### config.mk
export PLATFORM = sky130hd
export DESIGN_NAME = noc_input_buffer
export DESIGN_NICKNAME = d
export VERILOG_FILES = /design/src/rtl/noc_pkg.sv /design/src/rtl/noc_fifo_mem.sv /design/src/rtl/noc_input_buffer.sv
export SDC_FILE = /design/constraint.sdc
export NUM_CORES = 1
export LEC_CHECK = 0
export ABC_AREA = 1
export CORE_MARGIN = 5
export CORE_UTILIZATION = 31
export DETAILED_ROUTE_END_ITERATION = 16
export PLACE_DENSITY = 0.54
export SLEW_MARGIN = 5
export SYNTH_ARGS = -nofsm -noshare
export SYNTH_HDL_FRONTEND = slang
export SYNTH_SLANG_ARGS = --single-unit
export TNS_END_PERCENT = 100
### constraint.sdc
create_clock -name clk -period 2.17 [get_ports clk]
set_input_delay 0.651 -clock clk [delete_from_list [all_inputs] [get_ports clk]]
set_output_delay 0.651 -clock clk [all_outputs]
set_load 0.005 [all_outputs]
### src/rtl/noc_pkg.sv
// Shared defaults, head-FSM encoding and assertion helpers for the NoC input buffer.
package noc_pkg;

  localparam int NOC_PORTS = 2;
  localparam int NOC_WIDTH = 8;

  // One-hot encoding lets the assertions catch a corrupted state register.
  typedef enum logic [1:0] {
    HEAD_IDLE = 2'b01,
    HEAD_SEND = 2'b10
  } head_state_e;

  function automatic logic onehot_or_zero(input logic [31:0] v);
    return (v & (v - 32'd1)) == 32'd0;
  endfunction

endpackage

### src/rtl/noc_fifo_mem.sv
// Flit storage for the input buffer: one write port plus asynchronous reads
// of the head entry and of the destination mask of the entry behind it.
module noc_fifo_mem #(
  parameter int DEPTH   = 4,
  parameter int PORTS   = 2,
  parameter int ENTRY_W = 10,
  parameter int AW      = $clog2(DEPTH)
) (
  input  logic               clk,
  input  logic               wr_en,
  input  logic [AW-1:0]      wr_addr,
  input  logic [ENTRY_W-1:0] wr_entry,
  input  logic [AW-1:0]      head_addr,
  input  logic [AW-1:0]      next_addr,
  output logic [ENTRY_W-1:0] head_entry,
  output logic [PORTS-1:0]   next_dest
);

  logic [ENTRY_W-1:0] mem [DEPTH];

  always_ff @(posedge clk) begin
    if (wr_en) begin
      mem[wr_addr] <= wr_entry;
    end
  end

  // Destination sits in the low bits of each entry.
  assign head_entry = mem[head_addr];
  assign next_dest  = mem[next_addr][PORTS-1:0];

endmodule

### src/rtl/noc_input_buffer.sv
// Per-input flit queue feeding one crossbar row; retires multicast destination
// bits as they are acked. Define NOC_IBUF_STATS_EN to enable the stall counter.
module noc_input_buffer
  import noc_pkg::*;
#(
  parameter int PORTS = NOC_PORTS,
  parameter int WIDTH = NOC_WIDTH,
  parameter int DEPTH = 4
) (
  input  logic                     clk,
  input  logic                     rst,
  input  logic                     in_valid,
  output logic                     in_ready,
  input  logic [WIDTH-1:0]         in_data,
  input  logic [PORTS-1:0]         in_dest,
  output logic [WIDTH-1:0]         xbar_data,
  output logic [PORTS-1:0]         xbar_dest,
  input  logic [PORTS-1:0]         xbar_ack,
  output logic [$clog2(DEPTH):0]   count,
  output logic [15:0]              stall_cnt
);

  localparam int AW = $clog2(DEPTH);
  localparam int CW = AW + 1;
  localparam int EW = WIDTH + PORTS;

  head_state_e      state_q, state_d;
  logic [AW-1:0]    wr_ptr_q, wr_ptr_d;
  logic [AW-1:0]    rd_ptr_q, rd_ptr_d;
  logic [CW-1:0]    count_q, count_d;
  logic [PORTS-1:0] pending_q, pending_d;

  logic             full;
  logic             push;
  logic             enq;
  logic             pop;
  logic [PORTS-1:0] remain;
  logic [EW-1:0]    head_entry;
  logic [PORTS-1:0] next_dest;

  assign full   = (count_q == CW'(DEPTH));
  assign push   = in_valid && !full;
  // Flits with no destination are consumed but never stored.
  assign enq    = push && (in_dest != '0);
  assign remain = pending_q & ~xbar_ack;
  assign pop    = (state_q == HEAD_SEND) && (remain == '0);

  noc_fifo_mem #(
    .DEPTH  (DEPTH),
    .PORTS  (PORTS),
    .ENTRY_W(EW),
    .AW     (AW)
  ) u_mem (
    .clk       (clk),
    .wr_en     (enq),
    .wr_addr   (wr_ptr_q),
    .wr_entry  ({in_data, in_dest}),
    .head_addr (rd_ptr_q),
    .next_addr (rd_ptr_q + AW'(1)),
    .head_entry(head_entry),
    .next_dest (next_dest)
  );

  always_comb begin
    wr_ptr_d  = wr_ptr_q;
    rd_ptr_d  = rd_ptr_q;
    count_d   = count_q + CW'(enq) - CW'(pop);
    state_d   = state_q;
    pending_d = pending_q;
    if (enq) begin
      wr_ptr_d = wr_ptr_q + AW'(1);
    end
    if (pop) begin
      rd_ptr_d = rd_ptr_q + AW'(1);
    end
    case (state_q)
      HEAD_IDLE: begin
        if (enq) begin
          state_d   = HEAD_SEND;
          pending_d = in_dest;
        end
      end
      HEAD_SEND: begin
        if (!pop) begin
          pending_d = remain;
        end else if (count_q > CW'(1)) begin
          pending_d = next_dest;
        end else if (enq) begin
          // The successor is being written this very edge, so take it from the input.
          pending_d = in_dest;
        end else begin
          state_d   = HEAD_IDLE;
          pending_d = '0;
        end
      end
      default: begin
        state_d   = HEAD_IDLE;
        pending_d = '0;
      end
    endcase
  end

  always_ff @(posedge clk or posedge rst) begin
    if (rst) begin
      state_q   <= HEAD_IDLE;
      wr_ptr_q  <= '0;
      rd_ptr_q  <= '0;
      count_q   <= '0;
      pending_q <= '0;
    end else begin
      state_q   <= state_d;
      wr_ptr_q  <= wr_ptr_d;
      rd_ptr_q  <= rd_ptr_d;
      count_q   <= count_d;
      pending_q <= pending_d;
    end
  end

  assign in_ready  = !full;
  assign count     = count_q;
  assign xbar_dest = pending_q;
  assign xbar_data = (state_q == HEAD_SEND) ? head_entry[PORTS +: WIDTH] : '0;

`ifdef NOC_IBUF_STATS_EN
  logic [15:0] stall_cnt_q, stall_cnt_d;

  always_comb begin
    stall_cnt_d = stall_cnt_q;
    if (state_q == HEAD_SEND && (xbar_ack & pending_q) == '0 && stall_cnt_q != 16'hFFFF) begin
      stall_cnt_d = stall_cnt_q + 16'd1;
    end
  end

  always_ff @(posedge clk or posedge rst) begin
    if (rst) begin
      stall_cnt_q <= '0;
    end else begin
      stall_cnt_q <= stall_cnt_d;
    end
  end

  assign stall_cnt = stall_cnt_q;
`else
  assign stall_cnt = '0;
`endif

  a_ack_in_pending: assert property (@(posedge clk) disable iff (rst)
    (xbar_ack & ~pending_q) == '0)
    else $error("xbar_ack asserted outside pending mask");

  a_state_sane: assert property (@(posedge clk) disable iff (rst)
    onehot_or_zero(32'(state_q)) && (count_q <= CW'(DEPTH)))
    else $error("head state or count corrupted");

endmodule

==> flow_summary_export.csv <==
group,metric,value,unit
grt,grt.total_usage,10.3,%
detailed_routing,wl_met2,2.28,mm
logic_synthesis,synth_area_leaders,"edfxtp_1 49%, dfrtp_1 10%, nand2_1 7.0%",
floorplanning,initial_core_util,31.9,%
sta,finalClockSkew,0.00662,ns
worst_setup_path,worstPathRequired,2.36,ns
clock_tree,clk_pin_slew,0.09,ns
grt,grt_pass1_wl,7.89,mm
cells_and_area,fillers,788,
cells_and_area,syn_to_final_growth,28.5,%
logic_synthesis,synth_top_area_share,48.7,%
flow_run,max_cap_viol_count,0,
status,status,"complete, no violations",
sta,rsz0062_at_grt,"yes",
clock_tree,cts_tree,"done",
floorplanning,io_pins,45,
floorplanning,rows,32,
logic_synthesis,synth-main-ff-cell,"edfxtp_1",
pwr,netSwitchingPower,1.40,mW
clock_tree,insertion_delay,0.30,ns
detailed_routing,wirelength,4.77,mm
floorplanning,core_region_area,0.00773,mm^2
pwr,clkPwrFrac,14.2,%
worst_hold_path,hold_path_class,"reg2reg",
cells_and_area,fin_area,0.00317,mm^2
worst_setup_path,crit_type,"in2reg",
pwr,swShare,36.9,%
clock_tree,clock_sinks,51,
sta,setup_viol,0,
place,dpl.hpwl,3.56,mm
logic_synthesis,yosysMostFrequentCell,"nand2_1",
worst_setup_path,crit_path_start_kind,"input pin",
pwr,peakVddDrop,0.481,mV
pwr,power_density,1200,mW/mm^2
logic_synthesis,synth_cells,243,
sta,hold_violations,0,
detailed_routing,wire_per_inst,11.7,um
sta,slew_viol_final,0,
worst_setup_path,critPathMaxFanout,2,
floorplanning,dieArea,0.00983,mm^2
pwr,intPower,2.40,mW
grt,antenna_found_initial,0,
sta,max_freq,479,MHz
worst_setup_path,critPathArrivalTime,2.28,ns
detailed_routing,via_per_inst,4.11,
sta,setup_slack,0.0807,ns
detailed_routing,drtIter0Drc,72,
clock_tree,cts_buffer_depth,2,
logic_synthesis,async_flop_share,21.6,%
logic_synthesis,synth.top_cells.by_count,"46 x nand2_1, 40 x edfxtp_1, 40 x nor2_1, 26 x inv_1, 17 x buf_4",
place,dpl_cell_area,0.00300,mm^2
cells_and_area,drive_above_1_share,24.1,%
pwr,combPwrFrac,48.2,%
place,portBuffers,28,
detailed_routing,drc,0,
cells_and_area,final_util,41.0,%
logic_synthesis,synth_edf_count,40,
detailed_routing,route.met3.wl,239,um
logic_synthesis,syn-cell-area,0.00246,mm^2
pwr,p_leak,1.38,nW
logic_synthesis,synth-seq-cells,51,
detailed_routing,drt-pass1-iter-count,4,
clock_tree,htree_levels,2,
grt,grt_max_degree,17,
floorplanning,fp.dieH,99.2,um
pwr,p_total,3.80,mW
place,dpl_worst_slack,-0.328,ns
detailed_routing,postRouteAntennaNets,0,
sta,whs,0.548,ns
detailed_routing,wl_met1,2.17,mm
floorplanning,dieWidth,99.2,um
logic_synthesis,ys_warn_count,0,
detailed_routing,vias,1682,
sta,min_period,2.09,ns
clock_tree,tritoncts.num_buffers,5,
pwr,p_seq_share,37.7,%
logic_synthesis,yosys.area.top_type,"edfxtp_1",
cells_and_area,num_antenna_cells,0,
sta,fin_crit_sh,96.3,%
detailed_routing,top_layer,"met4",
logic_synthesis,yosysUniqueCellTypes,28,
logic_synthesis,syn_avg_cell_area,10.1,um^2
place,finalWeightedCongestion,0.824,
cells_and_area,final_nets,332,
clock_tree,cts-root-buf,"clkbuf_8",
grt,grt_pass1_vias,1685,
worst_setup_path,cp-end-kind,"flop",
logic_synthesis,yosysSeqAreaShare,59.9,%
grt,grt_overflow,0,
[cell families (layout without fill, tap and decap cells)]
| logic type | after synthesis | in the layout | synth area share (%) |
|---|---|---|---|
| AOI/OAI and AO/OA | 29 | 29 | 6.14 |
| xor gates and xnor gates | 3 | 3 | 1.07 |
| adders and majority gates | 11 | 11 | 5.89 |
| buffers and inverters | 50 | 99 | 10.6 |
| DFF | 51 | 51 | 59.9 |
| other | 1 | 16 | 0.152 |
| and+or+nand+nor | 98 | 98 | 16.2 |
[cell type report]
cell class	instances	area, um^2	area share (%)
clock buffers	6	72.6	2.29
flip-flops and latches	51	1480	46.7
well taps	102	128	4.03
multi-input cells	157	841	26.5
repair buffers	61	510	16.1
inverters	30	120	3.79
clock inverters	2	16.3	0.513
[sequential cells by signal (all words and copies together) (netlist names)]
signal and count:
u_mem.mem 40, state_q 2, rd_ptr_q 2, count 3, xbar_dest 2, wr_ptr_q 2
[power groups by stage]
| stage | Clock, mW | Combinational [mW] | Sequential (mW) |
|---|---|---|---|
| 2_1_floorplan | 0 | 1.04 | 1.40 |
| 3_3_place_gp | 0 | 1.72 | 1.44 |
| 3_5_place_dp | 0 | 1.74 | 1.44 |
| 4_1_cts | 0.563 | 1.78 | 1.42 |
| 5_1_grt | 0.600 | 2.12 | 1.46 |
| 6_report | 0.538 | 1.83 | 1.43 |
[critical path, stage by stage]
cell and delay (ns):
clkdlybuf4s50_1 0.47, nor2_1 0.07, nor2_4 0.11, nand2_4 0.06
ha_4 0.25, inv_1 0.03, ha_2 0.17, fa_2 0.35
xnor2_1 0.12
[path summary, 6_finish.rpt]
check	from	end	slack, ns	cells past startpoint
max	in_dest[1]	count[2]$_DFF_PP0_	0.08	9
min	xbar_dest[0]$_DFFE_PP0P_	xbar_dest[0]$_DFFE_PP0P_	0.55	2
max reg2reg	state_q[0]$_DFFE_PP1P_	count[2]$_DFF_PP0_	0.09	11
min reg2reg	xbar_dest[0]$_DFFE_PP0P_	xbar_dest[0]$_DFFE_PP0P_	0.55	2
max in group asynchronous	rst	state_q[0]$_DFFE_PP1P_	1.19	2
min in group asynchronous	rst	xbar_dest[1]$_DFFE_PP0P_	0.65	2
[cell usage in the layout (no fill, tap or decap), types with 5 or more instances in the layout]
master	count
nand2_1	43
edfxtp_1	40
nor2_1	37
buf_4	29
inv_1	25
clkdlybuf4s50_1	19
conb_1	16
o21ai_0	9
o21ai_1	9
dfrtp_1	8
a21oi_1	7
ha_1	7
buf_2	7
nand3_1	6
nand2_2	5
clkbuf_8	5
[per-stage QoR]
| step | instances | setup TNS, ns |
|---|---|---|
| 6_report | 409 | 0 |
| 5_1_grt | 409 | -0.0398 |
| 4_1_cts | 407 | -0.0278 |
| 3_5_place_dp | 396 | -1.69 |
| 3_3_place_gp | 396 | -1.54 |
| 2_1_floorplan | 258 | 0 |
[layer usage]
metal	up-vias	global-route usage, %
li1	873	-
met1	768	12.7
met2	35	17.0
met3	6	2.95
met4	0	4.10
met5	-	0
[repair_timing]
action / in CTS / in global routing
hold endpoints to repair: 0 / 0
resized for setup: 43 / 15
hold buffers: 0 / 0
cloned: 0 / 0
endpoints found under the setup margin: 9 / 5
setup buffers: 3 / 2
pin swaps: 2 / 8
No activity file was read; power rests on OpenSTA's default activity.
